File: src/rtl/tl_d_resp_arbiter_pkg.sv
// Shared types for the TileLink-UL D-channel response arbiter: payload struct,
// opcodes, arbiter states and the burst beat-count helper.
package tl_d_resp_arbiter_pkg;

  localparam int unsigned BUS_BYTES_LOG2 = 2;

  localparam logic [2:0] ACCESS_ACK      = 3'd0;
  localparam logic [2:0] ACCESS_ACK_DATA = 3'd1;

  typedef struct packed {
    logic [2:0]  opcode;
    logic [1:0]  param;
    logic [3:0]  size;
    logic [7:0]  source;
    logic        sink;
    logic [31:0] data;
    logic        error;
  } tl_d_channel;

  typedef enum logic [0:0] {StIdle, StBurst} arb_state_e;

  // Beats in a response; sizes beyond 16 beats clamp to the beat counter's range.
  function automatic logic [4:0] tl_beats(input logic [2:0] opcode, input logic [3:0] size);
    logic [4:0] beats;
    beats = 5'd1;
    if (opcode == ACCESS_ACK_DATA && size > 4'(BUS_BYTES_LOG2)) begin
      if (size >= 4'd6) beats = 5'd16;
      else              beats = 5'd1 << (size - 4'(BUS_BYTES_LOG2));
    end
    return beats;
  endfunction

endpackage

File: src/rtl/tl_d_resp_arbiter_if.sv
// FIFO-side and D-channel signals of the response arbiter; master = arbiter side.
interface tl_d_resp_arbiter_if
  import tl_d_resp_arbiter_pkg::*;
#(
  parameter int unsigned N_PORTS   = 2,
  parameter int unsigned PORT_BITS = 1
);
  logic [N_PORTS-1:0]   fifo_valid;
  logic [N_PORTS-1:0]   fifo_deq;
  tl_d_channel          fifo_data [N_PORTS];
  logic                 d_valid;
  logic                 d_ready;
  tl_d_channel          d_bits;
  logic [PORT_BITS-1:0] grant_port;

  modport master (
    input  fifo_valid, fifo_data, d_ready,
    output fifo_deq, d_valid, d_bits, grant_port
  );

  modport slave (
    output fifo_valid, fifo_data, d_ready,
    input  fifo_deq, d_valid, d_bits, grant_port
  );
endinterface

File: src/rtl/tl_d_resp_arbiter_rr_pick.sv
// Combinational round-robin pick: first valid port at or after ptr, wrapping.
module tl_d_resp_arbiter_rr_pick #(
  parameter int unsigned N_PORTS   = 2,
  parameter int unsigned PORT_BITS = 1
) (
  input  logic [N_PORTS-1:0]   valid,
  input  logic [PORT_BITS-1:0] ptr,
  output logic [N_PORTS-1:0]   onehot,
  output logic [PORT_BITS-1:0] idx,
  output logic                 any
);
  always_comb begin
    int unsigned p;
    onehot = '0;
    idx    = '0;
    any    = 1'b0;
    p      = 0;
    for (int unsigned k = 0; k < N_PORTS; k++) begin
      p = (32'(ptr) + k) % N_PORTS;
      if (!any && valid[p]) begin
        any       = 1'b1;
        onehot[p] = 1'b1;
        idx       = PORT_BITS'(p);
      end
    end
  end
endmodule

File: src/rtl/tl_d_resp_arbiter.sv
// Round-robin merge of N response FIFOs onto one registered TL-UL D channel, with
// burst lock for multi-beat AccessAckData. `D_ARB_STATS_EN adds stall/burst counters.
module tl_d_resp_arbiter
  import tl_d_resp_arbiter_pkg::*;
#(
  parameter int unsigned N_PORTS   = 2,
  parameter int unsigned PORT_BITS = (N_PORTS > 1) ? $clog2(N_PORTS) : 1,
  parameter int unsigned BEAT_BITS = 4
) (
  input  logic                clk,
  input  logic                rst_n,
`ifdef D_ARB_STATS_EN
  output logic [31:0]         stall_cnt,
  output logic [31:0]         burst_cnt,
`endif
  tl_d_resp_arbiter_if.master bus
);
  arb_state_e           state_q, state_d;
  logic [PORT_BITS-1:0] rr_ptr_q, rr_ptr_d, grant_q, grant_d, sel;
  logic [BEAT_BITS-1:0] beats_left_q, beats_left_d;
  logic                 d_valid_q, d_valid_d, slot_free, pop;
  tl_d_channel          d_bits_q, d_bits_d;
  logic [N_PORTS-1:0]   deq, pick_onehot;
  logic [PORT_BITS-1:0] pick_idx;
  logic                 pick_any;
  logic [4:0]           beats;

  function automatic logic [PORT_BITS-1:0] next_port(input logic [PORT_BITS-1:0] p);
    return (32'(p) == N_PORTS - 1) ? '0 : p + 1'b1;
  endfunction

  tl_d_resp_arbiter_rr_pick #(
    .N_PORTS  (N_PORTS),
    .PORT_BITS(PORT_BITS)
  ) u_rr_pick (
    .valid (bus.fifo_valid),
    .ptr   (rr_ptr_q),
    .onehot(pick_onehot),
    .idx   (pick_idx),
    .any   (pick_any)
  );

  always_comb begin
    state_d      = state_q;
    rr_ptr_d     = rr_ptr_q;
    grant_d      = grant_q;
    beats_left_d = beats_left_q;
    d_valid_d    = d_valid_q;
    d_bits_d     = d_bits_q;
    deq          = '0;
    sel          = pick_idx;
    pop          = 1'b0;
    beats        = 5'd1;
    slot_free    = !d_valid_q || bus.d_ready;

    case (state_q)
      StIdle: begin
        pop = slot_free && pick_any;
        if (pop) deq = pick_onehot;
      end
      StBurst: begin
        // Burst owner only; an empty owner stalls the channel rather than yielding.
        sel = grant_q;
        pop = slot_free && bus.fifo_valid[grant_q];
        if (pop) deq[grant_q] = 1'b1;
      end
      default: ;
    endcase

    if (pop) begin
      d_bits_d  = bus.fifo_data[sel];
      d_valid_d = 1'b1;
      beats     = tl_beats(d_bits_d.opcode, d_bits_d.size);
      if (state_q == StIdle) begin
        grant_d = sel;
        if (beats > 5'd1) begin
          beats_left_d = BEAT_BITS'(beats - 5'd1);
          state_d      = StBurst;
        end else begin
          rr_ptr_d = next_port(sel);
        end
      end else begin
        beats_left_d = beats_left_q - 1'b1;
        if (beats_left_q == BEAT_BITS'(1)) begin
          state_d  = StIdle;
          rr_ptr_d = next_port(grant_q);
        end
      end
    end else if (bus.d_ready) begin
      d_valid_d = 1'b0;
    end
  end

  always_ff @(posedge clk) begin
    if (!rst_n) begin
      state_q      <= StIdle;
      rr_ptr_q     <= '0;
      grant_q      <= '0;
      beats_left_q <= '0;
      d_valid_q    <= 1'b0;
      d_bits_q     <= '0;
    end else begin
      state_q      <= state_d;
      rr_ptr_q     <= rr_ptr_d;
      grant_q      <= grant_d;
      beats_left_q <= beats_left_d;
      d_valid_q    <= d_valid_d;
      d_bits_q     <= d_bits_d;
    end
  end

  assign bus.fifo_deq   = deq;
  assign bus.d_valid    = d_valid_q;
  assign bus.d_bits     = d_bits_q;
  assign bus.grant_port = grant_q;

`ifdef D_ARB_STATS_EN
  logic [31:0] stall_q, burst_q;

  always_ff @(posedge clk) begin
    if (!rst_n) begin
      stall_q <= '0;
      burst_q <= '0;
    end else begin
      if (d_valid_q && !bus.d_ready && stall_q != '1) stall_q <= stall_q + 32'd1;
      if (state_q == StIdle && state_d == StBurst && burst_q != '1) burst_q <= burst_q + 32'd1;
    end
  end

  assign stall_cnt = stall_q;
  assign burst_cnt = burst_q;
`endif

`ifndef SYNTHESIS
  a_deq_onehot0: assert property (@(posedge clk) disable iff (!rst_n) $onehot0(bus.fifo_deq));
  a_deq_valid: assert property (@(posedge clk) disable iff (!rst_n)
    (bus.fifo_deq & ~bus.fifo_valid) == '0);
  a_bits_stable: assert property (@(posedge clk) disable iff (!rst_n)
    (d_valid_q && !bus.d_ready) |=> $stable(d_bits_q));
`endif
endmodule

File: src/flat_wrapper.sv
// flat-port wrapper written by rule: the top's interface ports become plain ports
module tl_d_resp_arbiter_flat import tl_d_resp_arbiter_pkg::*;
#(
  parameter int unsigned N_PORTS   = 2,
  parameter int unsigned PORT_BITS = (N_PORTS > 1) ? $clog2(N_PORTS) : 1,
  parameter int unsigned BEAT_BITS = 4
)
  (clk, rst_n, bus_fifo_valid, bus_fifo_data, bus_d_ready, bus_fifo_deq, bus_d_valid, bus_d_bits, bus_grant_port);
  tl_d_resp_arbiter_if #(.N_PORTS(N_PORTS), .PORT_BITS(PORT_BITS)) bus_i ();
  input  logic clk;
  input  logic rst_n;
  input wire logic [$bits(bus_i.fifo_valid)-1:0] bus_fifo_valid;
  input wire logic [$bits(bus_i.fifo_data)-1:0] bus_fifo_data;
  input wire logic [$bits(bus_i.d_ready)-1:0] bus_d_ready;
  output wire logic [$bits(bus_i.fifo_deq)-1:0] bus_fifo_deq;
  output wire logic [$bits(bus_i.d_valid)-1:0] bus_d_valid;
  output wire logic [$bits(bus_i.d_bits)-1:0] bus_d_bits;
  output wire logic [$bits(bus_i.grant_port)-1:0] bus_grant_port;
  assign bus_i.fifo_valid = bus_fifo_valid;
  assign bus_i.fifo_data = {>>{bus_fifo_data}};
  assign bus_i.d_ready = bus_d_ready;
  assign bus_fifo_deq = bus_i.fifo_deq;
  assign bus_d_valid = bus_i.d_valid;
  assign bus_d_bits = bus_i.d_bits;
  assign bus_grant_port = bus_i.grant_port;
  tl_d_resp_arbiter #(.N_PORTS(N_PORTS), .PORT_BITS(PORT_BITS), .BEAT_BITS(BEAT_BITS)) u_core (.clk(clk), .rst_n(rst_n), .bus(bus_i));
endmodule
File: config.mk
export PLATFORM = sky130hd
export DESIGN_NAME = tl_d_resp_arbiter_flat
export DESIGN_NICKNAME = d
export VERILOG_FILES = /design/src/rtl/tl_d_resp_arbiter_pkg.sv /design/src/rtl/tl_d_resp_arbiter_if.sv /design/src/rtl/tl_d_resp_arbiter_rr_pick.sv /design/src/rtl/tl_d_resp_arbiter.sv /design/src/flat_wrapper.sv
export SDC_FILE = /design/constraint.sdc
export NUM_CORES = 1
export LEC_CHECK = 0
export ABC_AREA = 1
export ABC_CLOCK_PERIOD_IN_PS = 3900
export CAP_MARGIN = 25
export CELL_PAD_IN_SITES_DETAIL_PLACEMENT = 1
export CELL_PAD_IN_SITES_GLOBAL_PLACEMENT = 2
export CORE_UTILIZATION = 20
export DETAILED_ROUTE_END_ITERATION = 8
export PLACE_DENSITY_LB_ADDON = 0.1
export SYNTH_ARGS = -nofsm -noshare
export SYNTH_HDL_FRONTEND = slang
export SYNTH_SLANG_ARGS = --single-unit
File: constraint.sdc
create_clock -name clk -period 3.9 [get_ports clk]
set_input_delay 0.585 -clock clk [delete_from_list [all_inputs] [get_ports clk]]
set_output_delay 0.585 -clock clk [all_outputs]
set_load 0.05 [all_outputs]
== Word-level counts from Yosys, hierarchy flattened ==
Index checks and enable logic that the tools add are counted.
Cells by class
  $add $sub $neg: 6
  $lt $le $gt $ge: 10
  eq/ne operators: 4
  shift operators: 1
  mux-type cells: 41
  bitwise logic cells: 3
  reductions and logical operators: 15
Operators by type and width (count)
  two-way mux 51 bit: 3
  two-way mux 1 bit: 24
  two-way mux 5 bit: 3
  two-way mux 2 bit: 4
  two-way mux 4 bit: 2
  subtractor 4 x 1 -> 4 bit (second input constant): 2
  logical AND 1 bit: 7
  < comparator 1 x 2 -> 1 bit (second input constant): 3
  > comparator 5 x 1 -> 1 bit (second input constant): 1
  << shifter 1 x 4 -> 5 bit (first input constant): 1
  == test 4 x 1 -> 1 bit (second input constant): 1
  >= comparator 4 x 3 -> 1 bit (second input constant): 1
  > comparator 4 x 2 -> 1 bit (second input constant): 1
  one-hot mux 2 bit (2 select lines): 1
  AND reduction 2 bit: 2
  nonzero test 2 bit: 2
  subtractor 4 x 2 -> 4 bit (second input constant): 1
  adder 1 bit (second input constant): 3
  demux 1 bit (select 1 bit): 3
  == test 3 x 1 -> 1 bit (second input constant): 1
  >= comparator 1 bit (second input constant): 3
  AND reduction 3 bit: 1
  >= comparator 2 bit (second input constant): 1
  zero test 1 bit: 2
  other kinds (7): 7
Storage, ports and cells
  bits in registers: 59
  bits of input ports: 107
  output and inout port bits: 55
  word-level logic and storage cells: 92

== Longest topological paths before layout ==
  depth in word-level cells: 19
  mapped depth: 17
  mapped depth without buffers: 17

== Cells and area by module ==
From an unflattened synthesis, not the netlist that was laid out.
Second synthesis, totals
  cells, all modules: 421
  area total of the unflattened synthesis: 3052.9 um^2
By module, submodules not included
  tl_d_resp_arbiter: instances 1, cells an instance 407, area each 2997.9 um^2, sequential area each 1181.1 um^2
  tl_d_resp_arbiter_rr_pick: instances 1, cells an instance 14, area each 55.1 um^2, sequential area each 0.0 um^2

== Worst setup path before layout ==
OpenSTA, ideal clock, no wires.
  kind: register -> output
  from: register u_core.grant_q, in the netlist u_core.bus.grant_port
  to: output port bus_fifo_deq[1]
  data arrival time: 2561 ps
  required time: 3315 ps
  setup slack: 754 ps
  cell stages (with the launch flop): 7
  path buffers: 2
  cells stage by stage: dfxtp_1 inv_1 nand2_2 nand2_8 buf_2 buf_1 o21ai_0
On the way
  longest elaborated chain between the ends: 6
  elaborated cells on any way between the ends: 10
  those cells by class: 2 x order compare; 6 x mux; 2 x reduce/logical
Ends and longest elaborated chain
  start, declared: RTL line tl_d_resp_arbiter.sv:19  | logic [PORT_BITS-1:0] rr_ptr_q, rr_ptr_d, grant_q, grant_d, sel;
  start signal, assigned: RTL line tl_d_resp_arbiter.sv:105  | grant_q <= grant_d;
  < comparator 1 x 2 -> 1 bit (not written as such) / >= comparator 1 bit (equally long branches): RTL line tl_d_resp_arbiter.sv:65  | if (pop) deq[grant_q] = 1'b1;
  logical AND 1 bit (not written as such): RTL line tl_d_resp_arbiter.sv:65
  two-way mux 1 bit (not written as such): RTL line tl_d_resp_arbiter.sv:65
  demux 1 bit (select 1 bit)
  two-way mux 2 bit *: RTL line tl_d_resp_arbiter.sv:65
  one-hot mux 2 bit (2 select lines) *: RTL line tl_d_resp_arbiter.sv:56  | case (state_q)
  end, declared: RTL line flat_wrapper.sv:15  | output wire logic [$bits(bus_i.fifo_deq)-1:0] bus_fifo_deq;
Every way passes the cells marked *; elsewhere a longest branch is shown, timed or not. The select of a mux whose other input is x is not followed.

== Final worst setup path ==
  from: input port bus_fifo_valid[1]
  to: output port bus_fifo_deq[1]
On the way
  longest elaborated chain between the ends: 9
  elaborated cells on any way between the ends: 18
  those cells by class: 13 x mux; 1 x bitwise; 4 x reduce/logical
Ends and longest elaborated chain
  start, declared: RTL line flat_wrapper.sv:12  | input wire logic [$bits(bus_i.fifo_valid)-1:0] bus_fifo_valid;
  two-way mux 1 bit (not written as such) (2 in series): RTL line tl_d_resp_arbiter_rr_pick.sv:20  | if (!any && valid[p]) begin
  two-way mux 1 bit: RTL line tl_d_resp_arbiter_rr_pick.sv:20
  zero test 1 bit: RTL line tl_d_resp_arbiter_rr_pick.sv:20
  logical AND 1 bit: RTL line tl_d_resp_arbiter_rr_pick.sv:20
  two-way mux 1 bit: RTL line tl_d_resp_arbiter_rr_pick.sv:20
  logical AND 1 bit: RTL line tl_d_resp_arbiter.sv:58  | pop = slot_free && pick_any;
  two-way mux 2 bit: RTL line tl_d_resp_arbiter.sv:59  | if (pop) deq = pick_onehot;
  one-hot mux 2 bit (2 select lines) *: RTL line tl_d_resp_arbiter.sv:56
Marks and branches as above.

==> flow_metrics.py <==
metrics = {
    "outcome": {
        "status": "finished, final reports clean",
    },
    "grt": {
        "grt_max_degree": 98,
        "grt_pass1_wl_mm": 17.0,
        "grt_overflow": 0,
        "antenna_found_initial": 0,
        "grt.total_usage_pct": 15.4,
        "grt_pass1_vias": 3288,
    },
    "min_path": {
        "min_to": "u_core.rr_ptr_q",
        "hold_path_class": "flop to flop",
        "hold_path_startpoint": "u_core.rr_ptr_q",
        "hold_depth": 2,
    },
    "clocking": {
        "clk_path_buf_depth": 2,
        "clockRootBuffer": "clkbuf_16",
        "ctsResizeCount": 0,
        "post-cts-setup-buffer-count": 0,
        "cts_tree": "done",
        "clock_latency_ns": 0.33,
        "cts_made_buffers": 9,
        "hold_buffers": 0,
        "htree_levels": 3,
        "clkSlewWorstSetupHoldPaths_ns": 0.05,
        "clock-sinks": 59,
    },
    "logic_synthesis": {
        "synth_cells": 397,
        "syn_area_um2": 2800,
        "synth_warnings": 0,
        "yosysUniqueCellTypes": 27,
        "syn_avg_cell_area_um2": 7.06,
        "seq_area_frac_synth_pct": 42.2,
        "ys_ff_latch": 59,
        "synth_nets": 508,
    },
    "drt": {
        "dr.pass1.iters": 5,
        "vias": 3227,
        "drcViolationCount": 0,
        "finalWirelength_mm": 10.9,
        "wl_per_cell_um": 15.0,
        "vias_per_cell": 4.44,
        "final_antenna_net_count": 0,
        "drtIter0Drc": 120,
    },
    "die": {
        "core_area_um2": 13500,
        "ioPinCount": 162,
        "dieArea_um2": 14500,
        "die-width_um": 120,
        "die_h_um": 120,
        "fp-row-count": 42,
        "start_util_pct": 20.8,
    },
    "layout": {
        "final_area_um2": 4870,
        "fin_nets": 658,
        "fillCellCount": 1657,
        "multi_input_comb_area_um2": 1430,
        "antenna_cells": 0,
        "final_layout_size_suffix_gt1_share_pct": 6.53,
        "area_growth_pct": 74.0,
        "ff_latch_area_um2": 1180,
    },
    "sta": {
        "finClkSkew_ns": 0.00364,
        "fin_tns_setup_ns": 0,
        "fin_crit_ns": 3.20,
        "slew_violations": 0,
        "fmax_ghz": 0.313,
        "rsz0062_at_grt": "false",
        "slew-limit-headroom_pct": 63.6,
        "finalCritPeriodShare_pct": 82.0,
        "hold_viol_final": 0,
        "setup_viol": 0,
        "tightest_slew_ns": 0.544,
    },
    "critical_path": {
        "criticalPathCategory": "input pin to output port",
        "crit_top_cell": "clkdlybuf4s50_1",
        "slowest_delay_ns": 0.82,
        "worstPathRequired_ns": 3.31,
        "cp_cell_sequence": "clkdlybuf4s50_1, nand2_1, nand3_4, nand2_8, o21ai_0, clkdlybuf4s50_1",
        "critPathSlowestCell": "clkdlybuf4s50_1",
        "cp.arrival_ns": 2.61,
        "r2r_cells": 13,
        "critical_path.max_fanout": 27,
        "critPathLaunchType": "input pin",
        "r2r_slack_ns": 1.53,
        "rr_endpoint": "u_core.beats_left_q[0]",
        "crit-reg2reg-launch": "u_core.state_q",
        "cp-end-kind": "output port",
    },
    "placed_design": {
        "dp_hpwl_mm": 7.30,
        "place_congestion": 0.724,
        "placed_area_um2": 4560,
        "io_buffers": 161,
    },
    "job": {
        "cap_violations": 0,
    },
    "power": {
        "vdd_drop_max_mv": 0.244,
        "p_leak_nw": 1.95,
        "p_per_area_nw_per_um2": 706,
    },
}
## layout make-up
type / instances / area share, %
clock buffers: 13 / 5.34
repair buffers: 165 / 34.0
inverters: 23 / 1.77
clock inverters: 2 / 0.719
multi-input cells: 289 / 29.4
flip-flops and latches: 59 / 24.2
well taps: 176 / 4.52
## worst max-delay path by stage
stage / start / endpoint / slack (ns) / depth (start not counted)
after CTS: bus_fifo_valid[1] / bus_fifo_deq[1] / 0.68 / 6
after floorplan: u_core.bus.grant_port / bus_fifo_deq[1] / 0.75 / 6
after global routing: bus_fifo_valid[1] / bus_fifo_deq[1] / 0.60 / 6
after detailed placement: bus_fifo_valid[1] / bus_fifo_deq[1] / 0.68 / 6
after global placement: bus_fifo_valid[1] / bus_fifo_deq[1] / 0.67 / 6
final: bus_fifo_valid[1] / bus_fifo_deq[1] / 0.70 / 6
## metrics by stage
stage / power, mW / hold WS (ns) / setup WS [ns] / cells / utilization (%)
after floorplan: 2.03 / 0.451 / 0.754 / 397 / -
after global placement: 2.66 / 0.498 / 0.674 / 711 / 33.9
after detailed placement: 2.67 / 0.499 / 0.682 / 711 / 33.9
after CTS: 3.51 / 0.514 / 0.676 / 726 / 36.1
after global routing: 3.67 / 0.556 / 0.598 / 727 / 36.2
final: 3.44 / 0.515 / 0.702 / 727 / 36.2
## sequential cells by signal, summed over array words and instances (netlist names)
name                   cells
u_core.state_q             1
u_core.bus.d_valid         1
u_core.beats_left_q        4
u_core.bus.grant_port      1
u_core.rr_ptr_q            1
u_core.bus.d_bits         51
## logic make-up (layout without fill, tap and decap cells)
group                    after synthesis  in the layout  share of synthesized area, %
adder cells (fa/ha/maj)                4              4                          1.79
buffers and inverters                 49            203                          6.70
AND/OR/NAND/NOR                      164            164                          25.4
flip-flops                            59             59                          42.2
XOR/XNOR                               1              1                         0.313
AO/OA/AOI/OAI                        120            120                          23.7
## report_power, final
| part | switching (mW) | total (mW) | leakage [nW] | internal [mW] |
|---|---|---|---|---|
| clock network | 0.280 | 0.805 | 0.146 | 0.525 |
| registers | 0.0975 | 0.876 | 0.490 | 0.779 |
| logic | 1.18 | 1.76 | 1.31 | 0.577 |
## cell usage in the layout, fill, tap and decap left out
cell             Yosys  routed
a21oi_1              9       9
a31o_2               1       1
a31oi_1             46      46
buf_12               0       2
buf_2                3       1
buf_4                0       3
bufinv_16            0       1
clkbuf_1            20       2
clkbuf_16            0       9
clkbuf_8             0       2
clkdlybuf4s50_1      0     159
clkinv_2             0       1
dfxtp_1             59      59
ha_1                 4       4
inv_1               18      18
inv_2                4       5
nand2_1            120     120
nand2_2              4       4
nand2_4              1       1
nand2_8              1       1
nand3_1             13      13
nand3_2              1       1
nand3_4              1       1
nand3b_1             2       2
nand4_1              1       1
nand4_2              1       1
nor2_1              16      16
nor2_2               2       2
nor3_1               1       1
o21ai_0             63      63
o22ai_1              1       1
xnor2_1              1       1
## layer usage
metal	track usage [%]	vias up	wire, um
li1	-	1646	-
met1	18.3	1477	4890
met2	24.6	95	5000
met3	7.26	9	905
met4	4.40	0	112
met5	0	-	0
## Yosys cell counts (all sizes together)
library cell / instances / share of area [%]
nand2: 126 / 18
o21ai: 63 / 11
dfxtp: 59 / 42
a31oi: 46 / 10
inv: 22 / 2.9
clkbuf: 20 / 2.7
nor2: 18 / 2.6
nand3: 15 / 3.3
a21oi: 9 / 1.6
buf: 6 / 0.94
ha: 4 / 1.8
nand3b: 2 / 0.54
nand4: 2 / 0.67
a31o: 1 / 0.31
clkinv: 1 / 0.13
nor3: 1 / 0.18
o22ai: 1 / 0.22
xnor2: 1 / 0.31
## worst max-delay path, delay by kind of cell
family,cells,cell delay (ns)
buf+inv,2,1.35
compound gates,1,0.22
simple gates,3,0.46
(Power assumes the default switching activity.)
